$ cat src/rtl/buf_fifo_sync.sv
// Synchronous FIFO with occupancy count, programmable almost-full, flush and sticky error flags.
// Define BUF_FIFO_FWFT_EN for first-word-fall-through reads; otherwise dout/r_ack are registered.
module buf_fifo_sync #(
  parameter int BUF_ID   = 0,
  parameter int ADDR_L   = 5,
  parameter int DATA_L   = 16,
  parameter int AFULL_TH = 2
) (
  input  logic              clk,
  input  logic              rst,
  input  logic              flush,
  input  logic              we,
  input  logic [DATA_L-1:0] din,
  input  logic              re,
  output logic [DATA_L-1:0] dout,
  output logic              w_ack,
  output logic              r_ack,
  output logic [ADDR_L:0]   count,
  output logic              full,
  output logic              avail,
  output logic              almost_full,
  output logic              ovf_err,
  output logic              udf_err
);

  localparam int              DEPTH   = 1 << ADDR_L;
  localparam logic [ADDR_L:0] C_DEPTH = (ADDR_L+1)'(DEPTH);
  localparam logic [ADDR_L:0] C_AFTH  = (ADDR_L+1)'(AFULL_TH);

  logic [DATA_L-1:0] r_mem [DEPTH];
  logic [ADDR_L-1:0] r_wpt;
  logic [ADDR_L-1:0] r_rpt;
  logic [ADDR_L:0]   r_count;
  logic              r_w_ack_p1;
  logic              r_ovf;
  logic              r_udf;

  logic              w_full;
  logic              w_avail;
  logic              w_re_acc;
  logic              w_we_acc;
  logic [ADDR_L:0]   w_free;

  assign w_full   = (r_count == C_DEPTH);
  assign w_avail  = (r_count != '0);
  assign w_free   = C_DEPTH - r_count;
  assign w_re_acc = re && w_avail;
  // A read in the same cycle frees the slot, so a full FIFO still accepts the write.
  assign w_we_acc = we && (!w_full || w_re_acc);

  assign count       = r_count;
  assign full        = w_full;
  assign avail       = w_avail;
  assign almost_full = (w_free <= C_AFTH);
  assign w_ack       = r_w_ack_p1;
  assign ovf_err     = r_ovf;
  assign udf_err     = r_udf;

  // Storage: contents survive flush and reset, only pointers are cleared.
  always_ff @(posedge clk) begin
    if (w_we_acc && !flush)
      r_mem[r_wpt] <= din;
  end

  // Control stage: pointers, occupancy, acks and sticky errors.
  always_ff @(posedge clk or posedge rst) begin
    if (rst) begin
      r_wpt      <= '0;
      r_rpt      <= '0;
      r_count    <= '0;
      r_w_ack_p1 <= 1'b0;
      r_ovf      <= 1'b0;
      r_udf      <= 1'b0;
    end else if (flush) begin
      r_wpt      <= '0;
      r_rpt      <= '0;
      r_count    <= '0;
      r_w_ack_p1 <= 1'b0;
      r_ovf      <= 1'b0;
      r_udf      <= 1'b0;
    end else begin
      r_w_ack_p1 <= w_we_acc;
      if (w_we_acc)
        r_wpt <= r_wpt + 1'b1;
      if (w_re_acc)
        r_rpt <= r_rpt + 1'b1;
      case ({w_we_acc, w_re_acc})
        2'b10:   r_count <= r_count + 1'b1;
        2'b01:   r_count <= r_count - 1'b1;
        default: r_count <= r_count;
      endcase
      if (we && !w_we_acc)
        r_ovf <= 1'b1;
      if (re && !w_avail)
        r_udf <= 1'b1;
    end
  end

`ifdef BUF_FIFO_FWFT_EN
  assign dout  = w_avail ? r_mem[r_rpt] : '0;
  assign r_ack = w_re_acc;
`else
  logic [DATA_L-1:0] r_dout_p1;
  logic              r_r_ack_p1;

  // Read stage: registered head word, held when no read is accepted.
  always_ff @(posedge clk or posedge rst) begin
    if (rst) begin
      r_dout_p1  <= '0;
      r_r_ack_p1 <= 1'b0;
    end else if (flush) begin
      r_dout_p1  <= '0;
      r_r_ack_p1 <= 1'b0;
    end else begin
      r_r_ack_p1 <= w_re_acc;
      if (w_re_acc)
        r_dout_p1 <= r_mem[r_rpt];
    end
  end

  assign dout  = r_dout_p1;
  assign r_ack = r_r_ack_p1;
`endif

`ifndef SYNTHESIS
  always @(posedge clk) begin
    if (!rst && !flush) begin
      if (we && w_full && !re)
        $display("BUF:ID:%0d ERROR FULL", BUF_ID);
      if (re && !w_avail)
        $display("BUF:ID:%0d ERROR EMPTY", BUF_ID);
    end
  end
`endif

endmodule

$ cat config.mk
export PLATFORM = sky130hd
export DESIGN_NAME = buf_fifo_sync
export DESIGN_NICKNAME = d
export VERILOG_FILES = /design/src/rtl/buf_fifo_sync.sv
export SDC_FILE = /design/constraint.sdc
export NUM_CORES = 1
export LEC_CHECK = 0
export CORE_MARGIN = 5
export CORE_UTILIZATION = 55
export DETAILED_ROUTE_END_ITERATION = 8
export PLACE_DENSITY = 0.74
export SLEW_MARGIN = 20
export SYNTH_ARGS = -nofsm -noshare
export SYNTH_HDL_FRONTEND = slang
export SYNTH_SLANG_ARGS = --single-unit
$ cat constraint.sdc
create_clock -name clk -period 4.4 [get_ports clk]
set_clock_uncertainty 0.2 [all_clocks]
set_input_delay 0.44 -clock clk [delete_from_list [all_inputs] [get_ports clk]]
set_output_delay 0.44 -clock clk [all_outputs]
set_load 0.02 [all_outputs]
## Word-level counts from Yosys, hierarchy flattened

Memories as Yosys holds them, arrays and structs flattened.
Index checks and enable logic that the tools add are counted.

| word-level totals | value |
|---|---|
| bits of input ports | 21 |
| memories kept | 1 |
| bits in writable memories | 512 |
| bits in registers | 36 |
| output and inout bits | 29 |
| logic and storage cells | 50 |

Memory list:

| memory | words | width | rd ports | clocked after Yosys merged registers in | write ports | RTL line | RTL |
|---|---|---|---|---|---|---|---|
| r_mem | 32 | 16 | 1 | 0 | 1 | 30 | `logic [DATA_L-1:0] r_mem [DEPTH];` |

| cells by class | value |
|---|---|
| add/subtract/negate cells | 5 |
| reduce and logical (&&, ||, !) cells | 16 |
| eq/ne operators | 3 |
| multiplexer cells | 16 |
| $lt $le $gt $ge | 1 |

Operator list:

| kind | count |
|---|---|
| 16-bit 2-to-1 mux | 2 |
| 5-bit 2-to-1 mux | 4 |
| 6-bit case mux with 2 select lines | 1 |
| 5-bit by 1-bit adder with 5-bit output, second input constant | 2 |
| 1-bit 2-to-1 mux | 8 |
| 2-bit nonzero test | 4 |
| 6-bit by 1-bit adder with 6-bit output, second input constant | 1 |
| 6-bit equality test, second input constant | 1 |
| 6-bit by 2-bit less-or-equal comparator with 1-bit output, second input constant | 1 |
| 6-bit 2-to-1 mux | 1 |
| 6-bit nonzero test | 1 |
| 6-bit by 1-bit subtractor with 6-bit output, second input constant | 1 |
| 6-bit subtractor, first input constant | 1 |
| 1-bit logical AND | 5 |
| 1-bit zero test | 4 |
| 3-bit nonzero test | 1 |
| 2-bit by 1-bit equality test with 1-bit output, second input constant | 1 |
| 2-bit equality test, second input constant | 1 |
| 1-bit logical OR | 1 |

## Depth between registers and ports, before layout

Gate-level depths: netlist (run 1).

| logic depth | value |
|---|---|
| depth in word-level cells | 8 |
| depth in mapped cells | 12 |
| gate-level depth less buffers | 12 |

## Worst setup path before layout (run 1)

Ideal clock, no wire load.

| timing path | value |
|---|---|
| path kind | register -> register |
| start | reg r_count[0], in the netlist count[0] |
| end | reg r_count[5], in the netlist count[5] |
| path buffers | 0 |
| stages on the path, launching flop included | 13 |
| required time | 4.118 ns |
| clock period less this slack | 3.666 ns |
| arrival | 3.384 ns |
| setup time | 0.082 ns |
| setup slack | 0.734 ns |
| path through | dfrtp_1 inv_1 ha_1 nor4b_1 nand2_1 nand2_1 nor2_1 ha_1 a211oi_1 o21bai_1 a21oi_1 mux2_2 a31oi_1 |

| on the way | value |
|---|---|
| word-level cells in the longest chain between the ends | 7 |
| elaborated cells between the ends (all ways) | 13 |
| those cells by class | add/sub (2); eq/ne (3); mux (2); reduce/logical (6) |

RTL lines:

| what | RTL line | RTL |
|---|---|---|
| from (decl) | 33 | `logic [ADDR_L:0] r_count;` |
| from (signal assigned) | 88 | `2'b10: r_count <= r_count + 1'b1;` |
| from (signal assigned) | 89 | `2'b01: r_count <= r_count - 1'b1;` |
| from (signal assigned) | 90 | `default: r_count <= r_count;` |
| 6-bit nonzero test (*) | 45 | `assign w_avail = (r_count != '0);` |
| named net avail | 20 | `output logic avail,` |
| 1-bit logical AND (*) | 47 | `assign w_re_acc = re && w_avail;` |
| 1-bit logical OR | 49 | `assign w_we_acc = we && (!w_full \|\| w_re_acc);` |
| 1-bit logical AND | 49 |  |
| 2-bit by 1-bit equality test with 1-bit output / 2-bit equality test (equally long branches) | 87 | `case ({w_we_acc, w_re_acc})` |
| 6-bit case mux with 2 select lines | 87 |  |
| 6-bit 2-to-1 mux | 74 | `end else if (flush) begin` |

Mark *: on every way through the listed nets, which the timed path passes. The rest lies on a longest branch.
A chain may end at the register's enable or synchronous reset.

## Worst setup path in the final report (run 1)

| timing path | value |
|---|---|
| start | reg r_count[0], in the netlist count[0] |
| end | reg r_count[5], in the netlist count[5] |

| on the way | value |
|---|---|
| word-level cells in the longest chain between the ends | 7 |
| elaborated cells between the ends (all ways) | 13 |
| those cells by class | add/sub (2); eq/ne (3); mux (2); reduce/logical (6) |

RTL lines:

| what | RTL line |
|---|---|
| 6-bit equality test / 6-bit nonzero test (equally long branches) | 44, 45 |
| 1-bit zero test / 1-bit logical AND (equally long branches) | 49, 47 |
| 1-bit logical OR | 49 |
| 1-bit logical AND | 49 |
| 2-bit by 1-bit equality test with 1-bit output / 2-bit equality test (equally long branches) | 87 |
| 6-bit case mux with 2 select lines | 87 |
| 6-bit 2-to-1 mux | 74 |

Parallel ways exist; a longest one is shown, timed or not.

==> results.cfg, run 1 <==
[worst_setup_path]
reg2reg_depth = 13
cp_max_fo = 8
critPathArrivalTime_ns = 3.84
r2r_end = count[5]
timing.critical_path.from = count[0]
start_kind = flip-flop
cp-end-kind = flip-flop
r2r_slack_ns = 0.86
r2r_start = count[0]
cp.required_ns = 4.70
worstSetupPathType = reg2reg
crit_end = count[5]

[final_layout]
syn2layout_area_growth_pct = 14.1
final_common_cell = edfxtp_1
nets = 1174
drive_gt1_share_pct = 25.9
antenna_cells = 0
finalNonFillerCells = 1704
final_cell_mix = 512 x edfxtp_1, 129 x mux4_2, 65 x nor2_1, 63 x buf_4, 55 x clkbuf_16
final_util_pct = 63.5

[route]
avgRoutedWirePerCell_um = 26.5
ant_nets = 0
first_pass_iters = 5
via_per_inst = 6.15
routed_wirelength_um = 45200
drt_iter0_drc = 1131
drc = 0
num_vias = 10500

[synth]
synth_fp_nets = 1062
synth_top_area_share_pct = 71.5
ys_types = 44
synth_edf_count = 512
syn_area_per_cell_sq_um = 20.9
ys.flop_type = edfxtp_1
yosys_warnings = 0
yosys.area.top_type = edfxtp_1
synth-seq-cells = 548
syn-cell-area_sq_um = 21500
ys_top_cells_by_area = edfxtp_1 71%, mux4_2 14%, dfrtp_1 4.2%
synth_seq_area_share_pct = 75.7
postSynthCellCount = 1029
async_flop_share_pct = 6.57

[clock_network]
numCtsBuffers = 53
clkSinkCount = 548
cts_setup_buffers = 0
root_buffer = clkbuf_16
htreeDepth = 2
cts_tree = done
ctsHoldBuffers = 0
ctsLongestPathBuffers = 3
clk_latency_ns = 0.58
cts_resized = 0
path_clk_slew_ns = 0.06

[global_route]
met1_usage_pct = 29.9
grt_pass1_wl_um = 68000
antenna_found_initial = 0
grt_max_degree = 57
grt_pass1_vias = 10700
grt.overflow.total = 0
top_usage_layer = met2
grt_use_total_pct = 20.9
gr-usage-met3_pct = 3.90
grt_util_met2_pct = 33.6

[floorplanning]
die_x_um = 208
initial_utilization_pct = 55.6
io_pins = 50
num_rows = 72
die-area_sq_um = 43200
core_region_area_sq_um = 38600
dieHeight_um = 208

[sta]
post-route-period-util_pct = 80.4
hold_viol = 0
max_freq_mhz = 283
maxSlewHeadroom_pct = 31.5
tns_ns = 0
worst_slew_pin_slew_ns = 1.02
drv_slew = 0
period_needed_ns = 3.54
setup_viol = 0
rsz0062_at_grt = no

[power]
peakVddDrop_uv = 345
p_leak_nw = 7.87
power_density_nw_per_um2 = 527

[placed_design]
dp_cells = 1604
gp_congestion = 0.874
dp_hpwl_um = 27000
io_buffer_count = 49

[outcome]
outcome = complete, no violations

[flow_run]
max-cap-violations = 0

[worst_hold_path]
hold_class = in2async
-- state kept, by name, indices dropped and copies added, names as in the netlist --
| signal | flops |
|---|---|
| r_ack | 1 |
| count | 6 |
| udf_err | 1 |
| ovf_err | 1 |
| r_rpt | 5 |
| dout | 16 |
| r_mem | 512 |
| r_wpt | 5 |
| w_ack | 1 |
-- layout make-up --
type                            count  area (sq um)
Tap cell                          518           648
Multi-Input combinational cell    416          4860
Clock buffer                       72          1460
Timing Repair Buffer              114           928
Clock inverter                     28           338
Sequential cell                   548         16300
Inverter                            8          30.0
Fill cell                        2565         14100
-- worst min-delay path by stage --
| stage | start | end | slack, ns | cells past startpoint |
|---|---|---|---|---|
| after floorplan | din[0] | r_mem[0][0] | 0.34 | 0 |
| after global placement | ovf_err | ovf_err | 0.31 | 2 |
| after detailed placement | udf_err | udf_err | 0.30 | 2 |
| after CTS | rst | udf_err | 0.05 | 2 |
| after global routing | rst | ovf_err | 0.09 | 2 |
| final | rst | udf_err | 0.04 | 2 |
-- cells in the mapped netlist (2+ instances only) --
master     number
a2111oi_0       2
a211oi_1       18
a21o_1          2
a21oi_1        25
a22oi_1        40
a31oi_1         4
and2_1          2
buf_1           8
buf_12          2
buf_2          15
buf_4           7
buf_6           9
clkbuf_1       15
dfrtp_1        36
edfxtp_1      512
ha_1           11
inv_1           8
mux2_2          5
mux2i_1        25
mux4_1          4
mux4_2        129
nand2_1        24
nand3_1         3
nand3b_1        3
nand4_1         3
nor2_1         73
nor2b_1         6
nor3_1          6
o21ai_0         5
or3_1           2
or3b_2          2
xnor2_1         4
xor2_1          8
-- logic make-up after synthesis --
group | count (synthesis) | share of synthesized area (%)
XOR/XNOR | 12 | 0.489
multiplexers | 163 | 15.4
AO/OA/AOI/OAI | 101 | 3.21
flip-flops | 548 | 75.7
AND/OR/NAND/NOR | 128 | 2.61
adder cells (fa/ha/maj) | 12 | 0.733
buffers and inverters | 65 | 1.86
-- per-stage QoR --
| stage | hold WS (ns) | worst slack [ns] | area (sq um) | power [mW] |
|---|---|---|---|---|
| after CTS | 0.0488 | 0.885 | 24600 | 13.0 |
| after detailed placement | 0.303 | 0.957 | 22800 | 8.45 |
| after global placement | 0.306 | 1.07 | 22800 | 8.41 |
| after floorplan | 0.339 | 0.734 | 21500 | 7.80 |
| after global routing | 0.0947 | 0.563 | 24500 | 13.4 |
| final | 0.0417 | 0.861 | 24500 | 12.9 |
-- report_power, final --
group / switching (mW) / total (mW) / internal [mW]
logic: 1.12 / 2.28 / 1.16
registers: 0.224 / 6.03 / 5.81
clock network: 1.85 / 4.64 / 2.79
total: 3.19 / 12.9 / 9.76
-- layer usage --
layer | wire length [um] | vias up
met5 | 0 | -
met4 | 1240 | 0
met3 | 2980 | 68
met2 | 22300 | 424
met1 | 18700 | 5506
li1 | - | 4476
-- critical path: stages (launching register included) --
cell and delay (ns):
dfrtp_1 0.49, inv_1 0.10, ha_1 0.24, nor4b_1 0.15, buf_4 0.17, nand2_1 0.09, nand2_1 0.09, nor2_1 0.33
ha_1 0.32, a211oi_1 0.33, o21bai_1 0.16, a2111oi_0 0.48, o21ai_0 0.18, a31oi_1 0.15
Power figures use the tool's default switching activity.
==> run 2: changes to the inputs <==
--- a/config.mk
+++ b/config.mk
@@ -8,7 +8,7 @@
 export CORE_MARGIN = 5
 export CORE_UTILIZATION = 55
 export DETAILED_ROUTE_END_ITERATION = 8
-export PLACE_DENSITY = 0.74
+export PLACE_DENSITY = 0.77
 export SLEW_MARGIN = 20
 export SYNTH_ARGS = -nofsm -noshare
 export SYNTH_HDL_FRONTEND = slang
==> constraint.sdc (replaced) <==
create_clock -name clk -period 3 [get_ports clk]
set_clock_uncertainty 0.2 [all_clocks]
set_input_delay 0.3 -clock clk [delete_from_list [all_inputs] [get_ports clk]]
set_output_delay 0.3 -clock clk [all_outputs]
set_load 0.02 [all_outputs]
==> results.cfg, run 2 (synthesis results as in run 1) <==
[clock_network]
path_clk_slew_ns = 0.07
cts_setup_buffers = 0
ctsLongestPathBuffers = 3
clkSinkCount = 548
root_buffer = clkbuf_16
htreeDepth = 2
cts_tree = done
numCtsBuffers = 51
clk_latency_ns = 0.57

[worst_setup_path]
cp.required_ns = 3.09
critPathArrivalTime_ns = 2.97
timing.critical_path.from = count[1]
start_kind = flip-flop
cp-end-kind = flip-flop
r2r_slack_ns = 0.12
reg2reg_depth = 11
cp_max_fo = 16
worstSetupPathType = reg2reg
r2r_start = count[1]
r2r_end = r_mem[14][6]

[final_layout]
antenna_cells = 0
final_util_pct = 64.7
final_cell_mix = 512 x edfxtp_1, 129 x mux4_2, 71 x buf_4, 53 x nor2_1, 52 x clkbuf_16
largest_register_ffs = 512
syn2layout_area_growth_pct = 16.2
drive_gt1_share_pct = 27.9
final_common_cell = edfxtp_1
regMostFlops = r_mem
nets = 1193

[global_route]
grt_use_total_pct = 20.8
grt.overflow.total = 0
grt_max_degree = 40
grt_pass1_vias = 11000
antenna_found_initial = 0
grt_pass1_wl_um = 68700

[sta]
period_needed_ns = 2.88
worst_slew_pin_slew_ns = 1.02
post-route-period-util_pct = 96.0
max_freq_mhz = 347
rsz0062_at_grt = yes
maxSlewHeadroom_pct = 31.8
hold_viol = 0
tns_ns = 0
hold_ws_ns = 0.0796
setup_viol = 0
drv_slew = 0

[route]
ant_nets = 0
drt_iter0_drc = 1143
drc = 0
routed_wirelength_um = 45300
first_pass_iters = 5
avgRoutedWirePerCell_um = 26.4
num_vias = 10600
via_per_inst = 6.18

[power]
power_density_nw_per_um2 = 764
p_leak_nw = 7.98
peakVddDrop_uv = 520

[floorplanning]
dieHeight_um = 208
num_rows = 72
io_pins = 50
die-area_sq_um = 43200
die_x_um = 208
core_region_area_sq_um = 38600
initial_utilization_pct = 55.6

[worst_hold_path]
worstHoldEndpoint = r_mem[16][1]
whs_path_depth = 1
hold_class = in2reg
hold_path.startpoint = din[1]

[placed_design]
dp_hpwl_um = 27000
io_buffer_count = 49
gp_congestion = 0.812

[flow_run]
max-cap-violations = 0

[outcome]
outcome = complete, no violations
run 2: cell types whose count changed in the layout (fill, tap and decap cells not counted), moves of 3 or more:
cell,before,now
nor2_4,0,12
buf_4,63,71
clkdlybuf4s50_1,34,47
buf_12,2,13
clkbuf_16,55,52
nand2_2,0,3
nor2_1,65,53
nand2_1,24,21
buf_2,15,1
clkbuf_1,15,11
run 2: worst max-delay path by stage:
stage	to	slack [ns]	cells after the start
floorplan	count[5]	0.009	12
global placement	r_mem[3][6]	0.02	7
detailed placement	r_mem[2][8]	-0.005	7
CTS	r_mem[18][1]	0.02	9
global route	count[5]	-0.08	12
finish	r_mem[14][6]	0.12	11
run 2: through the flow:
stage          worst slack [ns]  instance area, sq um  power, mW  cells
3_3_place_gp             0.0246                 23200       12.5   1624
4_1_cts                  0.0181                 24900       19.2   1719
5_1_grt                 -0.0800                 25000       19.8   1719
3_5_place_dp           -0.00494                 23200       12.6   1624
2_1_floorplan           0.00872                 21500       11.5   1029
6_report                  0.119                 25000       19.1   1719
run 2: worst max-delay path, stage by stage (launching register included):
cell and delay, ns:
dfrtp_2 0.40, inv_1 0.07, ha_2 0.20, or4b_2 0.66
nor3_2 0.16, nor3_1 0.07, buf_4 0.17, nand2_1 0.13
buf_4 0.14, buf_4 0.12, nor2_1 0.05, buf_4 0.23
run 2: cell type report:
cell class              count  area [sq um]
fillers                  2443         13600
flip-flops and latches    548         16300
multi-input cells         416          5000
inverters                   8          30.0
well taps                 518           648
clock buffers              63          1340
clock inverters            31           395
repair buffers            135          1300
run 2: repair_timing:
item                       4_1_cts  5_1_grt
pin swaps                        0        0
hold endpoints to repair        36        0
hold buffers                     1        0
resized for setup                1       15
setup endpoints to repair        1      375
run 2: power by group:
part	internal [mW]	leakage (nW)	switching (mW)
logic	1.88	2.06	1.78
registers	8.52	5.08	0.251
clock network	3.96	0.840	2.70
run 2: layer usage:
metal | vias to the layer above | track usage, % | wire [um]
met3 | 86 | 3.78 | 3400
met1 | 5549 | 29.6 | 18200
li1 | 4501 | - | -
met2 | 484 | 34.0 | 22400
met4 | 0 | 5.98 | 1270
met5 | - | 0 | 0
==> run 3: changes to the inputs <==
--- a/config.mk
+++ b/config.mk
@@ -5,10 +5,10 @@
 export SDC_FILE = /design/constraint.sdc
 export NUM_CORES = 1
 export LEC_CHECK = 0
-export CORE_MARGIN = 5
-export CORE_UTILIZATION = 55
+export CORE_MARGIN = 1.5
+export CORE_UTILIZATION = 45
 export DETAILED_ROUTE_END_ITERATION = 8
-export PLACE_DENSITY = 0.77
+export PLACE_DENSITY = 0.65
 export SLEW_MARGIN = 20
 export SYNTH_ARGS = -nofsm -noshare
 export SYNTH_HDL_FRONTEND = slang
==> results.cfg, run 3 (synthesis results as in run 1) <==
[route]
drt_iter0_drc = 1018
num_vias = 10500
routed_wirelength_um = 46800
first_pass_iters = 5
avgRoutedWirePerCell_um = 25.7
via_per_inst = 5.79
drc = 0
ant_nets = 0

[placed_design]
io_buffer_count = 49
post-place-ws_ns = -0.00626
gp_congestion = 0.802
dp_hpwl_um = 28100

[flow_run]
max-cap-violations = 0

[sta]
max_freq_mhz = 349
worst_slew_pin_slew_ns = 1.11
drv_slew = 0
rsz0062_at_grt = yes
hold_ws_ns = 0.235
post-route-worst-setup-slack_ns = 0.132
maxSlewHeadroom_pct = 26.0
hold_viol = 0
period_needed_ns = 2.87
setup_viol = 0
post-route-period-util_pct = 95.6

[final_layout]
largest_register_ffs = 512
drive_gt1_share_pct = 28.9
regMostFlops = r_mem
final_cell_mix = 512 x edfxtp_1, 129 x mux4_2, 80 x buf_4, 55 x clkbuf_16, 53 x nor2_1
syn2layout_area_growth_pct = 16.9
final_common_cell = edfxtp_1
antenna_cells = 0
nets = 1201

[worst_setup_path]
cp-end-kind = output port
reg2reg_depth = 13
critPathArrivalTime_ns = 2.37
r2r_start = count[1]
worstSetupPathType = reg2out
cp.required_ns = 2.50
timing.critical_path.from = count[1]
start_kind = flip-flop
cp_max_fo = 2
r2r_end = count[5]
r2r_slack_ns = 0.14
crit_end = avail

[clock_network]
htreeDepth = 2
clkSinkCount = 548
cts_tree = done
numCtsBuffers = 53
path_clk_slew_ns = 0.06
root_buffer = clkbuf_16
ctsLongestPathBuffers = 3
clk_latency_ns = 0.60

[global_route]
grt_max_degree = 37
grt_pass1_vias = 10900
grt_pass1_wl_um = 70500
grt.overflow.total = 0
grt_use_total_pct = 19.5
antenna_found_initial = 0

[floorplanning]
initial_utilization_pct = 45.9
dieHeight_um = 222
io_pins = 50
die-area_sq_um = 49100
core_region_area_sq_um = 46900
die_x_um = 222
num_rows = 79

[power]
p_leak_nw = 8.00
finalPower_mw = 19.2
power_density_nw_per_um2 = 762
peakVddDrop_uv = 430

[worst_hold_path]
hold_class = in2reg

[outcome]
outcome = complete, no violations
## run 3: cell types whose count changed in the layout (fill, tap and decap cells not counted), moves of 3 or more
cell	before	now
buf_4	71	80
bufinv_16	9	4
clkbuf_16	52	55
clkbuf_8	0	6
clkinv_2	6	9
nor2_2	8	11
nor2_4	12	9
## run 3: worst min path at each step
stage                  from          end  slack [ns]  cells past startpoint
global route             re        r_ack        0.23                      3
detailed placement  ovf_err      ovf_err        0.30                      2
floorplan            din[0]  r_mem[0][0]        0.20                      0
finish                   re        r_ack        0.23                      3
CTS                      re        r_ack        0.15                      3
global placement    ovf_err      ovf_err        0.29                      2
## run 3: report_power, final
part | total, mW | leakage (nW) | switching, mW | internal [mW]
Combinational | 3.84 | 2.08 | 1.87 | 1.96
Clock | 6.59 | 0.845 | 2.76 | 3.83
Sequential | 8.73 | 5.08 | 0.211 | 8.52
Total | 19.2 | 8.00 | 4.85 | 14.3
## run 3: cell type report
class | instances | area [sq um]
clock buffer | 70 | 1490
clock inverter | 28 | 238
tap | 607 | 759
sequential | 548 | 16300
fill | 3615 | 21700
timing repair buffer | 141 | 1320
inverter | 8 | 30.0
multi-input combinational | 416 | 5010
## run 3: what timing repair did
item                       4_1_cts  5_1_grt
hold endpoints to repair        36        0
hold buffers                     1        0
pin swaps                        0        4
gates resized for setup          1       20
buffers inserted                 0        1
setup endpoints to repair        1      359
## run 3: routing by layer
| metal | share of wire, % | up-vias | global-route usage [%] |
|---|---|---|---|
| met2 | 48 | 379 | 30.6 |
| met5 | 0 | - | 0 |
| li1 | - | 4531 | - |
| met1 | 43 | 5536 | 27.8 |
| met4 | 2.9 | 0 | 7.05 |
| met3 | 6.0 | 75 | 3.02 |
## run 3: metrics by stage
stage / setup TNS (ns) / instances / area, sq um / utilization [%]
floorplan: 0 / 1029 / 21500 / -
global placement: 0 / 1718 / 23300 / 49.7
detailed placement: -0.0886 / 1718 / 23300 / 49.7
CTS: 0 / 1817 / 25000 / 53.4
global route: -0.703 / 1818 / 25100 / 53.7
finish: 0 / 1818 / 25100 / 53.7
## run 3: worst max-delay path: stages, from the launching register on
cell,delay [ns]
dfrtp_2,0.40
inv_1,0.08
ha_2,0.17
buf_4,0.11
nor4b_4,0.25
nand2_2,0.10
buf_4,0.14
clkdlybuf4s50_1,0.53
